--- src/rtl/i2c_req_arbiter_pkg.sv ---
// i2c_req_arbiter_pkg: shared state encoding and byte constants
package i2c_req_arbiter_pkg;
  typedef enum logic [2:0] {IDLE, ADDR, DATA, STOP, ABORT, DONE} state_e;
  localparam int RW_BIT = 0;
  localparam int BYTE_W = 8;
  localparam int MAX_BYTES = 4;
endpackage

--- src/rtl/i2c_req_arbiter_if.sv ---
// i2c_req_arbiter_if: requester-side and i2c-master-side signals of the arbiter
interface i2c_req_arbiter_if #(parameter int N_REQ = 4);
  import i2c_req_arbiter_pkg::*;
  logic [N_REQ-1:0] req;
  logic [BYTE_W*N_REQ-1:0] req_addr;
  logic [BYTE_W*MAX_BYTES*N_REQ-1:0] req_wdata;
  logic [2*N_REQ-1:0] req_len;
  logic [N_REQ-1:0] done;
  logic err;
  logic err_to;
  logic [BYTE_W*MAX_BYTES-1:0] rdata;
  logic m_enable;
  logic [BYTE_W-1:0] m_addr;
  logic [BYTE_W-1:0] m_data;
  logic [BYTE_W-1:0] m_rdata;
  logic m_byte_done;
  logic m_nack;
  logic m_idle;
  modport master (
    input req, req_addr, req_wdata, req_len, m_rdata, m_byte_done, m_nack, m_idle,
    output done, err, err_to, rdata, m_enable, m_addr, m_data
  );
  modport slave (
    output req, req_addr, req_wdata, req_len, m_rdata, m_byte_done, m_nack, m_idle,
    input done, err, err_to, rdata, m_enable, m_addr, m_data
  );
endinterface

--- src/rtl/i2c_req_arbiter_rr_picker.sv ---
// i2c_req_arbiter_rr_picker: first requester at or after ptr, searching upward with wrap
module i2c_req_arbiter_rr_picker #(
  parameter int N_REQ = 4,
  parameter int PW = $clog2(N_REQ)
) (
  input  logic [N_REQ-1:0] req,
  input  logic [PW-1:0]    ptr,
  output logic [PW-1:0]    idx,
  output logic             valid
);
  int k;
  logic [PW-1:0] kk;
  always_comb begin
    idx = ptr;
    valid = |req;
    k = 0;
    kk = '0;
    for (int i = N_REQ - 1; i >= 0; i--) begin
      k = int'(ptr) + i;
      k = (k >= N_REQ) ? k - N_REQ : k;
      kk = PW'(k);
      idx = req[kk] ? kk : idx;
    end
  end
endmodule

--- src/rtl/i2c_req_arbiter.sv ---
// i2c_req_arbiter: round-robin sharing of one i2c master among N_REQ requesters
module i2c_req_arbiter
  import i2c_req_arbiter_pkg::*;
#(
  parameter int N_REQ = 4,
  parameter int TIMEOUT = 4096,
  parameter int CNT_W = 13
) (
  input logic clk,
  input logic rst,
  i2c_req_arbiter_if.master bus
);
  localparam int PW = $clog2(N_REQ);
  state_e state_q, state_d;
  logic [PW-1:0] owner_q, owner_d, ptr_q, ptr_d, pick;
  logic pick_v;
  logic [BYTE_W-1:0] addr_q, addr_d;
  logic [BYTE_W*MAX_BYTES-1:0] wdata_q, wdata_d, rbuf_q, rbuf_d, rdata_q, rdata_d;
  logic [1:0] len_q, len_d, idx_q, idx_d;
  logic [CNT_W-1:0] cnt_q, cnt_d;
  logic perr_q, perr_d, pto_q, pto_d, err_q, err_d, err_to_q, err_to_d;
  logic tmo;
  i2c_req_arbiter_rr_picker #(.N_REQ(N_REQ)) u_pick (
    .req(bus.req), .ptr(ptr_q), .idx(pick), .valid(pick_v)
  );
  assign tmo = cnt_q == CNT_W'(TIMEOUT - 1);
  always_comb begin
    state_d = state_q;
    owner_d = owner_q;
    ptr_d = ptr_q;
    addr_d = addr_q;
    wdata_d = wdata_q;
    rbuf_d = rbuf_q;
    rdata_d = rdata_q;
    len_d = len_q;
    idx_d = idx_q;
    cnt_d = (state_q == ADDR || state_q == DATA) ? cnt_q + 1'b1 : '0;
    perr_d = perr_q;
    pto_d = pto_q;
    err_d = err_q;
    err_to_d = err_to_q;
    case (state_q)
      IDLE: if (bus.m_idle && pick_v) begin
        owner_d = pick;
        addr_d = bus.req_addr[BYTE_W*pick +: BYTE_W];
        wdata_d = bus.req_wdata[BYTE_W*MAX_BYTES*pick +: BYTE_W*MAX_BYTES];
        len_d = bus.req_len[2*pick +: 2];
        idx_d = '0;
        ptr_d = (pick == PW'(N_REQ - 1)) ? '0 : pick + 1'b1;
        perr_d = 1'b0;
        pto_d = 1'b0;
        cnt_d = '0;
        state_d = ADDR;
      end
      ADDR: if (bus.m_nack) begin
        perr_d = 1'b1;
        state_d = ABORT;
      end else if (bus.m_byte_done) begin
        cnt_d = '0;
        state_d = DATA;
      end else if (tmo) begin
        perr_d = 1'b1;
        pto_d = 1'b1;
        state_d = ABORT;
      end
      DATA: if (bus.m_nack) begin
        perr_d = 1'b1;
        state_d = ABORT;
      end else if (bus.m_byte_done) begin
        if (addr_q[RW_BIT]) rbuf_d[BYTE_W*idx_q +: BYTE_W] = bus.m_rdata;
        idx_d = (idx_q == len_q) ? idx_q : idx_q + 1'b1;
        state_d = (idx_q == len_q) ? STOP : DATA;
        cnt_d = '0;
      end else if (tmo) begin
        perr_d = 1'b1;
        pto_d = 1'b1;
        state_d = ABORT;
      end
      STOP, ABORT: if (bus.m_idle) begin
        err_d = perr_q;
        err_to_d = pto_q;
        rdata_d = rbuf_q;
        state_d = DONE;
      end
      DONE: state_d = IDLE;
      default: state_d = IDLE;
    endcase
  end
  always_ff @(posedge clk or posedge rst)
    if (rst) begin
      state_q <= IDLE;
      owner_q <= '0;
      ptr_q <= '0;
      addr_q <= '0;
      wdata_q <= '0;
      rbuf_q <= '0;
      rdata_q <= '0;
      len_q <= '0;
      idx_q <= '0;
      cnt_q <= '0;
      perr_q <= 1'b0;
      pto_q <= 1'b0;
      err_q <= 1'b0;
      err_to_q <= 1'b0;
    end else begin
      state_q <= state_d;
      owner_q <= owner_d;
      ptr_q <= ptr_d;
      addr_q <= addr_d;
      wdata_q <= wdata_d;
      rbuf_q <= rbuf_d;
      rdata_q <= rdata_d;
      len_q <= len_d;
      idx_q <= idx_d;
      cnt_q <= cnt_d;
      perr_q <= perr_d;
      pto_q <= pto_d;
      err_q <= err_d;
      err_to_q <= err_to_d;
    end
  assign bus.done = (state_q == DONE) ? N_REQ'(1) << owner_q : '0;
  assign bus.err = err_q;
  assign bus.err_to = err_to_q;
  assign bus.rdata = rdata_q;
  assign bus.m_enable = state_q == ADDR || state_q == DATA;
  assign bus.m_addr = addr_q;
  assign bus.m_data = wdata_q[BYTE_W*idx_q +: BYTE_W];
endmodule

--- src/flat_wrapper.sv ---
// flat-port wrapper written by rule: the top's interface ports become plain ports
module i2c_req_arbiter_flat import i2c_req_arbiter_pkg::*;
#(
  parameter int N_REQ = 4,
  parameter int TIMEOUT = 4096,
  parameter int CNT_W = 13
)
  (clk, rst, bus_req, bus_req_addr, bus_req_wdata, bus_req_len, bus_m_rdata, bus_m_byte_done, bus_m_nack, bus_m_idle, bus_done, bus_err, bus_err_to, bus_rdata, bus_m_enable, bus_m_addr, bus_m_data);
  i2c_req_arbiter_if #(.N_REQ(N_REQ)) bus_i ();
  input logic clk;
  input logic rst;
  input wire logic [$bits(bus_i.req)-1:0] bus_req;
  input wire logic [$bits(bus_i.req_addr)-1:0] bus_req_addr;
  input wire logic [$bits(bus_i.req_wdata)-1:0] bus_req_wdata;
  input wire logic [$bits(bus_i.req_len)-1:0] bus_req_len;
  input wire logic [$bits(bus_i.m_rdata)-1:0] bus_m_rdata;
  input wire logic [$bits(bus_i.m_byte_done)-1:0] bus_m_byte_done;
  input wire logic [$bits(bus_i.m_nack)-1:0] bus_m_nack;
  input wire logic [$bits(bus_i.m_idle)-1:0] bus_m_idle;
  output wire logic [$bits(bus_i.done)-1:0] bus_done;
  output wire logic [$bits(bus_i.err)-1:0] bus_err;
  output wire logic [$bits(bus_i.err_to)-1:0] bus_err_to;
  output wire logic [$bits(bus_i.rdata)-1:0] bus_rdata;
  output wire logic [$bits(bus_i.m_enable)-1:0] bus_m_enable;
  output wire logic [$bits(bus_i.m_addr)-1:0] bus_m_addr;
  output wire logic [$bits(bus_i.m_data)-1:0] bus_m_data;
  assign bus_i.req = bus_req;
  assign bus_i.req_addr = bus_req_addr;
  assign bus_i.req_wdata = bus_req_wdata;
  assign bus_i.req_len = bus_req_len;
  assign bus_i.m_rdata = bus_m_rdata;
  assign bus_i.m_byte_done = bus_m_byte_done;
  assign bus_i.m_nack = bus_m_nack;
  assign bus_i.m_idle = bus_m_idle;
  assign bus_done = bus_i.done;
  assign bus_err = bus_i.err;
  assign bus_err_to = bus_i.err_to;
  assign bus_rdata = bus_i.rdata;
  assign bus_m_enable = bus_i.m_enable;
  assign bus_m_addr = bus_i.m_addr;
  assign bus_m_data = bus_i.m_data;
  i2c_req_arbiter #(.N_REQ(N_REQ), .TIMEOUT(TIMEOUT), .CNT_W(CNT_W)) u_core (.clk(clk), .rst(rst), .bus(bus_i));
endmodule
--- config.mk ---
export PLATFORM = sky130hd
export DESIGN_NAME = i2c_req_arbiter_flat
export DESIGN_NICKNAME = d
export VERILOG_FILES = /design/src/rtl/i2c_req_arbiter_pkg.sv /design/src/rtl/i2c_req_arbiter_if.sv /design/src/rtl/i2c_req_arbiter_rr_picker.sv /design/src/rtl/i2c_req_arbiter.sv /design/src/flat_wrapper.sv
export SDC_FILE = /design/constraint.sdc
export NUM_CORES = 1
export LEC_CHECK = 0
export ABC_CLOCK_PERIOD_IN_PS = 4300
export BUFFER_PORTS_ARGS = -buffer_cell sky130_fd_sc_hd__buf_2
export CAP_MARGIN = 10
export CORE_MARGIN = 3
export CORE_UTILIZATION = 50
export DETAILED_ROUTE_END_ITERATION = 16
export PLACE_DENSITY_LB_ADDON = 0.12
export SYNTH_ARGS = -nofsm -noshare
export SYNTH_HDL_FRONTEND = slang
export SYNTH_SLANG_ARGS = --single-unit
--- constraint.sdc ---
create_clock -name clk -period 4.3 [get_ports clk]
set_clock_uncertainty 0.1 [all_clocks]
set_input_delay 0.43 -clock clk [delete_from_list [all_inputs] [get_ports clk]]
set_output_delay 0.43 -clock clk [all_outputs]
set_load 0.01 [all_outputs]
### Yosys cells after proc, flatten, opt, wreduce, memory -nomap -nowiden

Cells that the tools add are included.

| operators by class | value |
|---|---|
| equal/unequal tests | 18 |
| bitwise operators | 1 |
| $add $sub $neg | 11 |
| order comparisons | 8 |
| reduce and logical (&&, ||, !) cells | 15 |
| multiplexer cells | 45 |
| shift operators | 7 |

Operators by type and width:

| operator | number |
|---|---|
| $shiftx 128x8->32 | 1 |
| $shiftx 32x6->8 | 2 |
| $mux 13 | 4 |
| $neg 5->34 | 1 |
| $shift 8x34->32 const A | 1 |
| $shiftx 8x34->32 | 1 |
| $bwmux 32 | 1 |
| $mux 2 | 13 |
| $pmux 13 s2 | 1 |
| $mux 3 | 7 |
| $add 13x1->13 const B | 1 |
| $eq 13x12->1 const B | 1 |
| $lt 2x3->1 const B | 4 |
| $ne 2x2->1 const B | 6 |
| $pmux 3 s4 | 1 |
| $mux 1 | 10 |
| $reduce_and 5->1 | 2 |
| $ge 3x3->1 const B | 3 |
| $bmux 1 s2 | 4 |
| $reduce_and 4->1 | 2 |
| $shiftx 8x4->2 | 1 |
| $sub 2x1->2 const B | 4 |
| $add 2x2->3 const B | 2 |
| $eq 3x2->1 const B | 2 |
| 22 further kinds | 30 |

| word-level totals | value |
|---|---|
| output and inout bits | 55 |
| logic and storage cells | 119 |
| register bits | 132 |

### Longest topological paths before layout

| depth | value |
|---|---|
| depth in word-level cells | 11 |
| depth in mapped cells | 9 |
| gate-level depth less buffers | 7 |

### Hierarchy

From an unflattened synthesis, not the netlist that was laid out.

| unflattened totals | value |
|---|---|
| cell total of the unflattened synthesis | 514 |
| area, all modules | 6,786.5 um2 |

By module, submodules not included:

| module | area each (um2) | cells each | times used |
|---|---|---|---|
| i2c_req_arbiter | 6,686.4 | 498 | 1 |
| i2c_req_arbiter_rr_picker | 100.1 | 16 | 1 |

### Worst setup path after synthesis

OpenSTA, ideal clock, no wires.

| path | value |
|---|---|
| path kind | reg-to-reg |
| from | register u_core.idx_q[1] |
| to | register u_core.rbuf_q[8] |
| path buffers | 1 |
| clock period less this slack | 2.070 ns |
| required time | 4.117 ns |
| setup slack | 2.230 ns |
| stages on the path, launching flop included | 8 |
| data arrival time | 1.887 ns |
| library setup time | 0.083 ns |
| path through | dfrtp_1 clkbuf_1 inv_1 ha_1 inv_1 nor3_1 nand2_1 o21ai_0 |

| on the way | value |
|---|---|
| longest elaborated chain between the ends | 3 |
| elaborated cells between the ends (all ways) | 4 |

RTL lines:

| item | line | RTL |
|---|---|---|
| start, declared | i2c_req_arbiter.sv:19 | `logic [1:0] len_q, len_d, idx_q, idx_d;` |
| start signal, assigned | i2c_req_arbiter.sv:114 | `idx_q <= idx_d;` |
| $neg 5->34 * | i2c_req_arbiter.sv:70 | `if (addr_q[RW_BIT]) rbuf_d[BYTE_W*idx_q +: BYTE_W] = bus.m_rdata;` |
| $shiftx 8x34->32 / $shift 8x34->32 (equally long branches) | i2c_req_arbiter.sv:70 |  |
| $bwmux 32 * | i2c_req_arbiter.sv:70 |  |
| end signal, assigned | i2c_req_arbiter.sv:111 | `rbuf_q <= rbuf_d;` |
| end, declared | i2c_req_arbiter.sv:18 | `logic [BYTE_W*MAX_BYTES-1:0] wdata_q, wdata_d, rbuf_q, rbuf_d, rdata_q, rdata_d;` |

Every way passes the cells marked *; elsewhere a longest branch is shown, timed or not.
A chain may end at the register's enable or synchronous reset.

### Final worst setup path

| path | value |
|---|---|
| from | register u_core.state_q[2] |
| to | register u_core.wdata_q[20] |

| on the way | value |
|---|---|
| longest elaborated chain between the ends | 2 |

RTL lines:

| item | line | RTL |
|---|---|---|
| start, declared | i2c_req_arbiter.sv:14 | `state_e state_q, state_d;` |
| start signal, assigned | i2c_req_arbiter.sv:106 | `state_q <= state_d;` |
| $logic_not 3->1 | i2c_req_arbiter.sv:42 | `case (state_q)` |
| $reduce_and 2->1 (no line) | n/a |  |
| end signal, assigned | i2c_req_arbiter.sv:110 | `wdata_q <= wdata_d;` |
| end, declared | i2c_req_arbiter.sv:18 |  |

Every way passes these cells.

==> impl_metrics.py <==
metrics = {
    "cts": {
        "clk_path_buf_depth": 2,
        "cts-resized-gates": 0,
        "clock-sinks": 132,
        "cts_buffers": 17,
        "clk_pin_slew_ns": 0.06,
        "cts_hold_buf": 0,
        "htreeDepth": 4,
        "clock_latency_ns": 0.42,
        "post-cts-setup-buffer-count": 0,
        "cts_tree": "built",
        "clockRootBuffer": "clkbuf_16",
    },
    "status": {
        "status": "finished, final reports clean",
    },
    "setup_path": {
        "critical_path_class": "flop to flop",
        "r2r-end": "u_core.wdata_q[20]",
        "cp-start-kind": "flop",
        "cp.depth": 3,
        "end_kind": "flop",
        "cp_slowest_stage_delay_ns": 0.94,
        "crit_required_ns": 4.42,
        "rrSetupSlack_ns": 1.46,
        "crit_end": "u_core.wdata_q[20]",
        "crit_fanout": 42,
        "worstPathArrival_ns": 2.96,
        "path_buf_inv": 0,
        "crit_slowest_cell": "nor2_4",
        "startpoint": "u_core.state_q[2]",
        "path_delay_family": "simple AND/OR/NAND/NOR gates",
        "crit_path_cell_trace": "or4_1 -> nor2_4 -> a221oi_1",
        "rr_worst_depth": 3,
        "reg2reg_from": "u_core.state_q[2]",
    },
    "pwr": {
        "power_density_nw_per_um2": 596.0,
        "p_leak_uw": 0.004407,
        "seqPwrFrac_pct": 35.4,
        "fin_total_pwr_uw": 5172,
        "swShare_pct": 35.66,
        "combPwrFrac_pct": 36.8,
        "power.internal_uw": 3327,
        "vdd_drop_max_mv": 0.4186,
        "netSwitchingPower_uw": 1844,
        "clock_power_share_pct": 27.8,
    },
    "detailed_routing": {
        "num_vias": 5727,
        "wl_met3_mm": 1.292,
        "drc": 0,
        "top_layer": "met5",
        "viasPerCell": 5.560,
        "wl_met2_mm": 10.02,
        "ant_nets": 0,
        "wl_met1_mm": 7.452,
        "dr.pass1.iters": 5,
        "drt-total-wl_mm": 19.14,
        "wire_per_inst_microns": 18.59,
        "drtIter0Drc": 511,
    },
    "sta": {
        "max_freq_mhz": 352.6,
        "period_share_pct": 65.96,
        "min_period_ns": 2.836,
        "final_hold_viol_count": 0,
        "finalMaxSlewViolations": 0,
        "tns_ns": 0,
        "rsz0062_at_grt": "no",
        "worst_pin_slew_ns": 1.125,
        "setup_viol": 0,
        "slew_headroom_pct": 24.85,
    },
    "floorplan": {
        "fp.dieH_microns": 122.6,
        "initial_utilization_pct": 52.41,
        "fp.dieW_microns": 122.6,
        "fp.coreArea_sq_um": 12980,
        "io_pins": 240,
        "rows": 41,
        "dieArea_sq_um": 15040,
    },
    "logic_synthesis": {
        "synth_top_cell_by_area": "dfrtp_1",
        "synth_seq_cells": 132,
        "synth_fp_nets": 809,
        "yosysTopAreaCellShare_pct": 48.57,
        "synthesis.area_sq_um": 6802,
        "ys_seq_area_share_pct": 48.57,
        "syn_inst": 617,
        "yosysUniqueCellTypes": 47,
        "ys_warn_count": 0,
        "syn_area_per_cell_sq_um": 11.02,
        "synth.area.top_cells": "dfrtp_1, mux2i_1, mux2_2",
    },
    "run": {
        "drv_cap": 0,
    },
    "grt": {
        "antenna_found_initial": 3,
        "grt_overflow": 0,
        "grt_pass1_wl_mm": 30.06,
        "grtUsageTotal_pct": 26.32,
        "grt_max_degree": 77,
        "grt_pass1_vias": 5972,
    },
    "placed_design": {
        "port_buffers": 239,
        "dpl.hpwl_mm": 14.41,
        "gp_congestion": 0.8697,
    },
    "cells_and_area": {
        "multi_input_area_sq_um": 3273,
        "final_util_pct": 66.86,
        "num-fill-cells": 1040,
        "syn2layout_area_growth_pct": 27.58,
        "nets": 1036,
        "ff_latch_area_sq_um": 3303,
        "drive_gt1_share_pct": 39.21,
    },
    "min_path": {
        "hold_class": "primary input to asynchronous set/reset pin",
    },
}
cells in the mapped netlist (all sizes together):
cell type / n
a2111o: 1
a21o: 1
a21oi: 5
a221oi: 42
a22o: 2
a2bb2oi: 2
a41oi: 2
and2: 1
and3: 5
buf: 25
clkbuf: 12
dfrtp: 132
ha: 7
inv: 8
mux2: 34
mux2i: 84
mux4: 8
nand2: 89
nand2b: 2
nand3: 3
nand4: 3
nand4b: 2
nor2: 66
nor2b: 5
nor3: 7
nor3b: 3
nor4: 4
o211ai: 1
o21ai: 40
o22ai: 2
o31ai: 1
o32a: 1
o41ai: 2
or3: 1
or4: 1
xnor2: 9
xor2: 4
layer usage:
metal / vias up / GRT usage, %
met2: 230 / 44.69
met4: 4 / 9.027
li1: 2700 / -
met5: - / 0
met1: 2760 / 32.16
met3: 33 / 7.650
metrics by stage:
step / worst slack (ns) / area (sq um) / cells / hold slack [ns]
final: 1.464 / 8677 / 1030 / 0.1143
after detailed placement: 1.441 / 8078 / 997 / 0.3531
after floorplan: 0.2440 / 6802 / 617 / 0.3251
after global routing: 1.217 / 8677 / 1030 / 0.1933
after CTS: 1.505 / 8675 / 1029 / 0.1507
after global placement: 1.530 / 8078 / 997 / 0.3382
logic make-up after synthesis:
kind of cell | after synthesis | share of synthesized area, %
DFF | 132 | 48.57
AOI/OAI and AO/OA | 102 | 12.12
adders and majority gates | 7 | 1.288
xor gates and xnor gates | 13 | 1.674
buffers and inverters | 45 | 3.421
muxes | 126 | 20.64
and+or+nand+nor | 192 | 12.29
how the worst min path moves through the flow:
| stage | endpoint | slack, ns | depth (start not counted) |
|---|---|---|---|
| after detailed placement | u_core.cnt_q[0] | 0.35 | 1 |
| after global placement | u_core.cnt_q[0] | 0.34 | 1 |
| after floorplan | u_core.cnt_q[0] | 0.33 | 1 |
| after global routing | u_core.rbuf_q[7] | 0.19 | 2 |
| final | u_core.bus.rdata[4] | 0.11 | 2 |
| after CTS | u_core.cnt_q[3] | 0.15 | 2 |
power by group through the flow:
stage	clock [uW]	combinational [uW]	sequential, uW
floorplan	0	1480	1730
global placement	0	1850	1830
detailed placement	0	1900	1840
CTS	1460	1920	1830
global route	1520	2100	1870
finish	1440	1900	1830
flip-flops by register name, summed over array words and instances (netlist names), 2 cells and up:
signal	count
u_core.bus.m_addr	8
u_core.bus.rdata	32
u_core.cnt_q	13
u_core.idx_q	2
u_core.len_q	2
u_core.owner_q	2
u_core.ptr_q	2
u_core.rbuf_q	32
u_core.state_q	3
u_core.wdata_q	32
cell usage in the layout (no fill, tap or decap), types with 7 or more instances in the layout:
cell	instances
mux2_2	34
nor3_1	7
a221oi_2	11
o21ai_0	40
dfrtp_1	132
buf_2	239
nand2_1	88
mux2i_1	84
nor2_1	65
ha_1	7
a221oi_1	31
clkbuf_16	17
inv_1	7
xnor2_1	9
mux4_2	8
worst register-to-register path: cells and delay by family, from the launching register on:
| kind | cells | cell delay, ns |
|---|---|---|
| compound gates | 1 | 0.29 |
| flops | 1 | 0.52 |
| simple gates | 2 | 1.73 |
final cells by class:
class | count | area share [%]
Inverter | 8 | 0.3749
Sequential cell | 132 | 38.07
Timing Repair Buffer | 245 | 14.45
Clock buffer | 21 | 5.422
Clock inverter | 11 | 1.456
Antenna cell | 1 | 0.02884
Tap cell | 172 | 2.480
Multi-Input combinational cell | 440 | 37.72
(Power assumes the default switching activity.)
